===== config.mk =====
export PLATFORM = sky130hd
export DESIGN_NAME = cpu_fetch
export DESIGN_NICKNAME = d
export VERILOG_FILES = /design/src/rtl/cpu_fetch.sv
export SDC_FILE = /design/constraint.sdc
export NUM_CORES = 1
export LEC_CHECK = 0
export ABC_AREA = 1
export BUFFER_PORTS_ARGS = -buffer_cell sky130_fd_sc_hd__buf_2
export CAP_MARGIN = 5
export CORE_UTILIZATION = 52
export CTS_CLUSTER_SIZE = 24
export DETAILED_ROUTE_END_ITERATION = 6
export GPL_TIMING_DRIVEN = 1
export PLACE_DENSITY = 0.84
export SLEW_MARGIN = 10
export SYNTH_ARGS = -nofsm -noshare
export SYNTH_HDL_FRONTEND = slang
export SYNTH_SLANG_ARGS = --single-unit

===== constraint.sdc =====
create_clock -name clk_i -period 2.15 [get_ports clk_i]
set_input_delay 0.43 -clock clk_i [delete_from_list [all_inputs] [get_ports clk_i]]
set_output_delay 0.43 -clock clk_i [all_outputs]
set_load 0.1 [all_outputs]

===== src/rtl/cpu_fetch.sv =====
// cpu_fetch: instruction fetch stage of the MiniSoC CPU.
// Reads a three-word instruction (opcode, operand A, operand B) over a
// req/ack word bus. It presents the instruction with a one-cycle
// fetch_done_o pulse. It then waits for decode to finish before advancing
// the PC, or before jumping to the PC that decode supplies.
module cpu_fetch #(
    parameter int               WIDTH      = 32,
    parameter logic [WIDTH-1:0] RESET_PC   = 32'h0,
    parameter logic [WIDTH-1:0] FETCH_STEP = 32'hC
) (
    input  logic             clk_i,
    input  logic             rst_n_i,
    input  logic             enable_i,
    output logic             mem_req_o,
    output logic [WIDTH-1:0] mem_addr_o,
    input  logic [WIDTH-1:0] mem_rdata_i,
    input  logic             mem_ack_i,
    output logic [WIDTH-1:0] opcode_o,
    output logic [WIDTH-1:0] opa_o,
    output logic [WIDTH-1:0] opb_o,
    output logic             fetch_done_o,
    input  logic             exec_done_i,
    input  logic             isjcc_i,
    input  logic [WIDTH-1:0] newpc_i,
    output logic [WIDTH-1:0] pc_o
);

    typedef enum logic [1:0] {
        IDLE      = 2'd0,
        REQ       = 2'd1,
        PRESENT   = 2'd2,
        WAIT_EXEC = 2'd3
    } state_t;

    state_t           state_q;
    state_t           state_d;
    logic [1:0]       idx_q;
    logic [WIDTH-1:0] pc_q;
    logic [WIDTH-1:0] stage0_q;
    logic [WIDTH-1:0] stage1_q;
    logic [WIDTH-1:0] opcode_q;
    logic [WIDTH-1:0] opa_q;
    logic [WIDTH-1:0] opb_q;
    logic [WIDTH-1:0] word_addr;

    // The bus sees the PC with its low two bits cleared, plus the word offset.
    // The stored PC keeps any misalignment that a jump target carries.
    assign word_addr = {pc_q[WIDTH-1:2], 2'b00}
                     + {{(WIDTH-4){1'b0}}, idx_q, 2'b00};

    assign opcode_o = opcode_q;
    assign opa_o    = opa_q;
    assign opb_o    = opb_q;
    assign pc_o     = pc_q;

    // State register; reset returns to IDLE without waiting for a clock edge
    always_ff @(posedge clk_i or negedge rst_n_i) begin
        if (!rst_n_i) begin
            state_q <= IDLE;
        end else begin
            state_q <= state_d;
        end
    end

    // Next-state logic: a bus word is only ever left once it is acknowledged
    always_comb begin
        state_d = state_q;
        unique case (state_q)
            IDLE: begin
                if (enable_i) begin
                    state_d = REQ;
                end
            end
            REQ: begin
                if (mem_ack_i && (idx_q == 2'd2)) begin
                    state_d = PRESENT;
                end
            end
            PRESENT: begin
                state_d = WAIT_EXEC;
            end
            WAIT_EXEC: begin
                if (exec_done_i) begin
                    state_d = enable_i ? REQ : IDLE;
                end
            end
            default: begin
                state_d = IDLE;
            end
        endcase
    end

    // Outputs decoded from state only, so reset clears them asynchronously
    always_comb begin
        mem_req_o    = 1'b0;
        mem_addr_o   = '0;
        fetch_done_o = 1'b0;
        unique case (state_q)
            REQ: begin
                mem_req_o  = 1'b1;
                mem_addr_o = word_addr;
            end
            PRESENT: begin
                fetch_done_o = 1'b1;
            end
            default: begin
            end
        endcase
    end

    // Datapath: word capture, the instruction output load and the PC update
    always_ff @(posedge clk_i or negedge rst_n_i) begin
        if (!rst_n_i) begin
            idx_q    <= 2'd0;
            pc_q     <= RESET_PC;
            stage0_q <= '0;
            stage1_q <= '0;
            opcode_q <= '0;
            opa_q    <= '0;
            opb_q    <= '0;
        end else begin
            unique case (state_q)
                IDLE: begin
                    idx_q <= 2'd0;
                end
                REQ: begin
                    if (mem_ack_i) begin
                        unique case (idx_q)
                            2'd0: begin
                                stage0_q <= mem_rdata_i;
                                idx_q    <= 2'd1;
                            end
                            2'd1: begin
                                stage1_q <= mem_rdata_i;
                                idx_q    <= 2'd2;
                            end
                            default: begin
                                // The last word goes straight to opb, so all
                                // three outputs change together on PRESENT entry.
                                opcode_q <= stage0_q;
                                opa_q    <= stage1_q;
                                opb_q    <= mem_rdata_i;
                                idx_q    <= 2'd0;
                            end
                        endcase
                    end
                end
                WAIT_EXEC: begin
                    if (exec_done_i) begin
                        pc_q  <= isjcc_i ? newpc_i : (pc_q + FETCH_STEP);
                        idx_q <= 2'd0;
                    end
                end
                default: begin
                end
            endcase
        end
    end

endmodule


Word level (Yosys, flattened, before mapping)
Cells that the tools add are included.
{"block": "word_totals", "register_bits": 196, "output_inout_bits": 162}
{"block": "op_classes", "add_sub_neg": 2, "n_eq_ne": 9, "muxes": 13, "bitwise_logic": 1, "n_reduce_logical": 11}
{"operator": "32-bit 2-to-1 mux", "count": 2}
{"operator": "32-bit by 4-bit adder with 32-bit output", "count": 1}
{"operator": "32-bit by 4-bit adder with 32-bit output (second input constant)", "count": 1}
{"operator": "3-bit AND reduction", "count": 5}
{"operator": "2-bit 2-to-1 mux", "count": 5}
{"operator": "2-bit inequality test (second input constant)", "count": 4}
{"operator": "2-bit case mux with 4 select lines", "count": 1}
{"operator": "2-bit == test (second input constant)", "count": 3}
{"operator": "2-bit case mux with 3 select lines", "count": 1}
{"operator": "2-bit by 1-bit == test with 1-bit output (second input constant)", "count": 2}
{"operator": "2-bit zero test", "count": 2}
{"operator": "2-bit case mux with 2 select lines", "count": 1}
{"operator": "1-bit 2-to-1 mux", "count": 3}
{"operator": "3-bit nonzero test", "count": 1}
{"operator": "2-bit AND reduction", "count": 1}
{"operator": "2-bit OR reduction", "count": 1}
{"operator": "1-bit logical AND", "count": 1}
{"operator": "1-bit NOT", "count": 1}

Logic depth before layout (Yosys ltp)
Gate-level depths: netlist of run 1.
{"block": "depth", "word_depth": 4, "mapped_depth": 10, "mapped_depth_nobuf": 10}

Worst setup path after synthesis of run 1
Ideal clock, no wire load.
{"block": "synth_timing", "path_kind": "register to output", "start": "register pc_q[2], in the netlist pc_o[2]", "end": "output port mem_addr_o[16]", "arrival_time_ns": 3.922, "required_time_ns": 1.720, "setup_slack_ns": -2.202, "path_stages_with_launch": 7, "path_buffers": 0, "cell_sequence": "dfrtp_1 > ha_1 > fa_1 > nand2_4 > nor2_2 > a21oi_1 > nor3_1"}
{"block": "synth_via", "elab_chain_len": 2}
{"element": "from (decl)", "line_no": "38", "text": "logic [WIDTH-1:0] pc_q;"}
{"element": "from (signal assigned)", "line_no": "150", "text": "pc_q <= isjcc_i ? newpc_i : (pc_q + FETCH_STEP);"}
{"element": "32-bit by 4-bit adder with 32-bit output", "line_no": "49", "text": "+ {{(WIDTH-4){1'b0}}, idx_q, 2'b00};"}
{"element": "32-bit 2-to-1 mux", "line_no": "98", "text": "unique case (state_q)"}
{"element": "to (decl)", "line_no": "15", "text": "output logic [WIDTH-1:0] mem_addr_o,"}
No other way between the ends.

Worst setup path in the final report of run 1
{"block": "layout_timing", "start": "register pc_q[3], in the netlist pc_o[3]", "end": "output port mem_addr_o[15]"}
Same word-level chain as after synthesis.

==> flow_summary.yaml, run 1 <==
status:
  status: "complete, but fails checks"
  violations: "setup timing"
drt:
  wl_per_cell_um: 18.0
  dr.pass1.iters: 5
  ant_nets: 0
  drcViolationCount: 0
  via_count: 8368
  initialDrtViolationCount: 645
  vias_per_cell: 5.52
  wirelength_um: 27400
sta:
  setup_slack_ns: -0.700
  fin_worst_skew_ns: 0.0133
  timing.fmax_mhz: 351
  min_period_ns: 2.85
  hold_viol: 0
  max_slew_margin_pct: 64.3
  tightest_slew_ns: 0.540
  drv_slew: 0
  setup_viol: 29
  fin_crit_sh_pct: 133
  rsz0062_at_grt: "yes"
final_layout:
  syn2layout_area_growth_pct: 40.5
  fin_cells: 1517
  nets: 1363
  final_layout_size_suffix_gt1_share_pct: 42.9
  final_area_um2: 12800
  diodes: 0
  final_core_util_pct: 75.8
synth:
  yosysTopAreaCell: "dfrtp_1"
  synth.area.mux_share_pct: 7.94
  syn_area_um2: 9080
  synth-xor-area-share_pct: 1.64
  synth_simple_gate_area_share_pct: 19.2
  netlist_instances: 997
  avgSynthCellArea_um2: 9.10
  synth_top_family_by_area: "simple AND/OR/NAND/NOR gates"
  ys_seq_area_share_pct: 54.0
  yosysWarnings: 0
  ys_seq_elements: 196
  yosys-top-cells-area: "dfrtp_1 (54%), nand2_1 (10%), mux2_2 (7.9%), o21ai_0 (6.7%), inv_1 (3.7%)"
  yosys.area.top_type_share_pct: 54.0
  synth_fa_ha_area_share_pct: 1.32
  synth.distinct_cells: 35
  synth_compound_area_share_pct: 10.0
critical_path:
  required_ns: 1.72
  cp.buffers_inverters: 3
  critPathArrivalTime_ns: 2.42
  critPathMaxStageDelay_ns: 0.50
  crit_chain: "ha_4, nand2_4, a21oi_4, buf_6, nand2_4, nor2_4, buf_4, xor2_4, nor2_4, buf_12"
  path_class: "reg2out"
  worstPathMaxFanout: 4
  cp_slowest_cell: "dfrtp_4"
  path_delay_family: "flip-flops"
  startpoint_type: "flip-flop"
  worstSetupEndpointType: "primary output"
cts:
  clk_latency_ns: 0.44
  cts_buffers: 17
  cts_buffer_depth: 2
  tritoncts: "yes"
  clock_sinks: 196
  cts-root-buf: "clkbuf_16"
  clk_pin_slew_worst_paths_ns: 0.08
  cts.htree.levels: 4
floorplan:
  core-area_um2: 16800
  ioPinCount: 232
  initial_core_util_pct: 54.0
  die_w_um: 134
  die_h_um: 134
  num_rows: 47
  dieArea_um2: 18000
place:
  place_inst: 1468
  gp_congestion: 0.988
  dpl_cell_area_um2: 11700
  io_buffer_count: 229
  dp_slack_ns: -0.207
  dp_hpwl_um: 18200
global_routing:
  met2_usage_pct: 50.3
  grt_pass1_vias: 8339
  grt-busiest-layer: "met2"
  use_met3_pct: 6.58
  grt_overflow_total: 0
  grt_first_pass_wirelength_um: 41400
  grt_max_degree: 81
  antenna_found_initial: 0
  gr-usage-met1_pct: 35.5
  grt_usage_pct: 29.9
power_and_ir_drop:
  pwr_density_cell_nw_per_um2: 1680
  p_leak_nw: 6.49
  irDropWorstVdd_v: 0.00121
min_path:
  hold_path.class: "in2reg"
flow_run:
  drv_cap: 0
power breakdown:
group | internal [mW] | leakage [nW] | switching [mW] | total [mW]
combinational | 2.80 | 3.64 | 9.60 | 12.4
clock | 1.57 | 0.285 | 1.58 | 3.14
sequential | 5.03 | 2.57 | 0.911 | 5.94
total | 9.40 | 6.49 | 12.1 | 21.5
sequential cells by signal (all words and copies together), names as in the netlist:
| signal | cells |
|---|---|
| idx_q | 2 |
| opa_o | 32 |
| opb_o | 32 |
| opcode_o | 32 |
| pc_o | 32 |
| stage0_q | 32 |
| stage1_q | 32 |
| state_q | 2 |
tightest hold or removal path: stages:
cell and delay (ns):
buf_2 0.08, nand2_1 0.06, nand2_1 0.06
per-stage QoR:
| step | hold WS, ns | setup TNS, ns | total power [mW] |
|---|---|---|---|
| floorplan | 0.134 | -10.29 | 14.9 |
| global placement | 0.370 | -1.68 | 17.4 |
| detailed placement | 0.367 | -2.43 | 17.8 |
| CTS | 0.194 | -14.86 | 21.2 |
| global route | 0.193 | -17.97 | 22.3 |
| finish | 0.214 | -16.39 | 21.5 |
cells in the mapped netlist (all sizes together):
cell type	instances
xnor2	2
xor2	15
and2	1
mux2	64
o21ai	128
clkbuf	23
ha	8
nor2	107
o221ai	1
conb	1
a22oi	13
nand3	38
nor3	5
a21oi	24
o211ai	1
o22ai	4
nand2	253
dfrtp	196
clkinv	2
and3	1
inv	93
fa	1
buf	16
cell families (layout without fill, tap and decap cells):
family	after synthesis	after routing
buf+inv	134	433
other cells	1	2
compound gates	171	171
flops	196	196
mux	64	64
simple gates	405	405
fa+ha+maj	9	9
xor+xnor	17	17
worst paths after layout:
| kind | cells past startpoint | slack [ns] | from | to |
|---|---|---|---|---|
| setup / recovery | 10 | -0.70 | pc_o[3] | mem_addr_o[15] |
| hold / removal | 3 | 0.21 | newpc_i[0] | pc_o[0] |
| setup reg to reg | 6 | 0.07 | state_q[0] | pc_o[11] |
| hold reg to reg | 2 | 0.48 | stage0_q[1] | stage0_q[1] |
| max in group asynchronous | 3 | 0.98 | rst_n_i | opb_o[4] |
| min in group asynchronous | 2 | 0.47 | rst_n_i | pc_o[26] |
layout by cell type, fill, tap and decap left out, drive strengths merged, types with 15 or more instances in the layout:
cell type    n
inv        101
nor2       107
mux2        64
buf        304
a21oi       24
nand3       38
nand2      253
xor2        15
clkbuf      18
o21ai      128
dfrtp      196
area by class of cell:
class                      count  area, µm²
inverter                      95        372
fill                        1076       4070
tap                          220        275
clock buffer                  17        425
clock inverter                15        155
sequential                   196       4950
timing repair buffer         306       2320
multi-input combinational    668       4250
metal layers:
metal  vias up  wire (µm)
met5         -          0
met4         0       1550
met3       112       2200
met2       445      13200
met1      4018      10400
li1       3793          -
what timing repair did:
item,4_1_cts,5_1_grt
gates resized for setup,57,37
hold buffers,1,0
endpoints found under the setup margin,30,41
buffers inserted,10,11
endpoints found under the hold margin,31,0
pin swaps,16,21
(Power assumes the default switching activity.)
==> inputs of run 2 (changes only) <==
- clock period: 2.15 -> 3.2 ns (I/O delays scaled with it)
==> flow_summary.yaml, run 2 (synthesized netlist as in run 1, its figures left out) <==
sta:
  tightest_slew_ns: 0.979
  hold_viol: 0
  rsz0062_at_grt: "yes"
  timing.fmax_mhz: 319
  max_slew_margin_pct: 34.6
  min_period_ns: 3.13
  fin_crit_sh_pct: 97.9
  tns_ns: 0
  hold_slack_ns: 0.228
  setup_viol: 0
  setup_slack_ns: 0.0682
  fin_worst_skew_ns: 0.0140
  drv_slew: 0
cts:
  ctsHoldBuffers: 0
  clk_latency_ns: 0.44
  cts.htree.levels: 4
  cts_buffers: 17
  cts_buffer_depth: 2
  clock_sinks: 196
  clk_pin_slew_worst_paths_ns: 0.09
  tritoncts: "yes"
  cts-root-buf: "clkbuf_16"
flow_run:
  drv_cap: 0
final_layout:
  syn2layout_area_growth_pct: 26.0
  layout_common_cells: "nand2_1 (241), buf_2 (212), dfrtp_1 (190)"
  final_area_um2: 11400
  final_common_cell: "nand2_1"
  nets: 1300
  final_layout_size_suffix_gt1_share_pct: 33.7
  num-fill-cells: 1324
floorplan:
  core-area_um2: 16800
  ioPinCount: 232
  die_h_um: 134
  die_w_um: 134
  num_rows: 47
  dieArea_um2: 18000
  initial_core_util_pct: 54.0
global_routing:
  grt_overflow_total: 0
  grt_first_pass_wirelength_um: 38200
  grt_max_degree: 81
  grt_pass1_vias: 7667
  grt_usage_pct: 27.4
  antenna_found_initial: 1
place:
  io_buffer_count: 229
  dpl_cell_area_um2: 10700
  dp_slack_ns: 0.329
  dp_hpwl_um: 16600
  gp_congestion: 0.951
drt:
  initialDrtViolationCount: 592
  wl_met1_um: 9610
  ant_nets: 0
  wirelength_um: 24200
  top_layer_used: "met4"
  wl_per_cell_um: 16.6
  wl_met2_um: 12100
  wl_met3_um: 1880
  dr.pass1.iters: 5
  vias_per_cell: 5.39
  drcViolationCount: 0
  via_count: 7849
critical_path:
  reg2regPathDepth: 8
  worstPathMaxFanout: 6
  cp_common_cell: "nand2_1"
  required_ns: 2.56
  path_delay_family: "simple AND/OR/NAND/NOR gates"
  path_depth: 10
  startpoint_type: "flip-flop"
  crit_chain: "ha_1, nand2_1, a21oi_4, nand2_1, inv_2, nand3_1, nand2_1, nand2_1, nor2_4, buf_12"
  cp.buffers_inverters: 2
  critPathMaxStageDelay_ns: 0.47
  worstSetupEndpointType: "primary output"
  cp_slowest_cell: "dfrtp_2"
  path_class: "reg2out"
  critPathArrivalTime_ns: 2.49
status:
  status: "finished, final reports clean"
min_path:
  hold_path.class: "in2async"
run 2: cell count changes in the layout (fill, tap and decap cells not counted), sizes merged:
cell	before	now
bufinv	0	1
clkbuf	18	19
dlygate4sd3	1	0
clkinvlp	3	2
diode	0	1
buf	304	241
run 2: worst reg2reg max path: cells and delay by family (launching register included):
family,cells,cell delay [ns]
adders and majority gates,1,0.20
and+or+nand+nor,2,0.34
DFF,1,0.41
buffers and inverters,4,0.92
muxes,1,0.30
run 2: worst paths after layout:
check,end,startpoint,slack [ns]
max,mem_addr_o[17],idx_q[1],0.07
min,pc_o[31],rst_n_i,0.23
max reg2reg,opa_o[17],state_q[1],0.93
min reg2reg,pc_o[0],pc_o[0],0.48
max in group asynchronous,opa_o[29],rst_n_i,2.16
min in group clk_i,pc_o[1],newpc_i[1],0.42
run 2: stage by stage:
| step | util, % | instances |
|---|---|---|
| 6_report | 68.0 | 1455 |
| 5_1_grt | 68.0 | 1454 |
| 4_1_cts | 67.6 | 1453 |
| 3_5_place_dp | 63.5 | 1421 |
| 3_3_place_gp | 63.5 | 1421 |
| 2_1_floorplan | - | 998 |
run 2: area by class of cell:
type | count | area [µm²] | area share, %
sequential | 196 | 4910 | 42.9
multi-input combinational | 668 | 3850 | 33.7
timing repair buffer | 243 | 1410 | 12.3
clock buffer | 17 | 425 | 3.72
inverter | 95 | 357 | 3.12
tap | 220 | 275 | 2.41
clock inverter | 15 | 205 | 1.79
antenna | 1 | 2.50 | 0.0219
run 2: metal layers:
| metal | up-vias | global-route usage (%) |
|---|---|---|
| met5 | - | 0 |
| met4 | 0 | 11.0 |
| met3 | 57 | 7.22 |
| met2 | 354 | 46.0 |
| met1 | 3783 | 33.7 |
| li1 | 3655 | - |
run 2: timing repair:
action                                  4_1_cts  5_1_grt
setup buffers                                 0        1
endpoints found under the setup margin       15       18
resized for setup                            18       17
endpoints found under the hold margin         0        0
pin swaps                                     0        2
Power of run 2 is not shown: default switching activity piles up to over one toggle a cycle in this logic, so the estimate is an artifact.
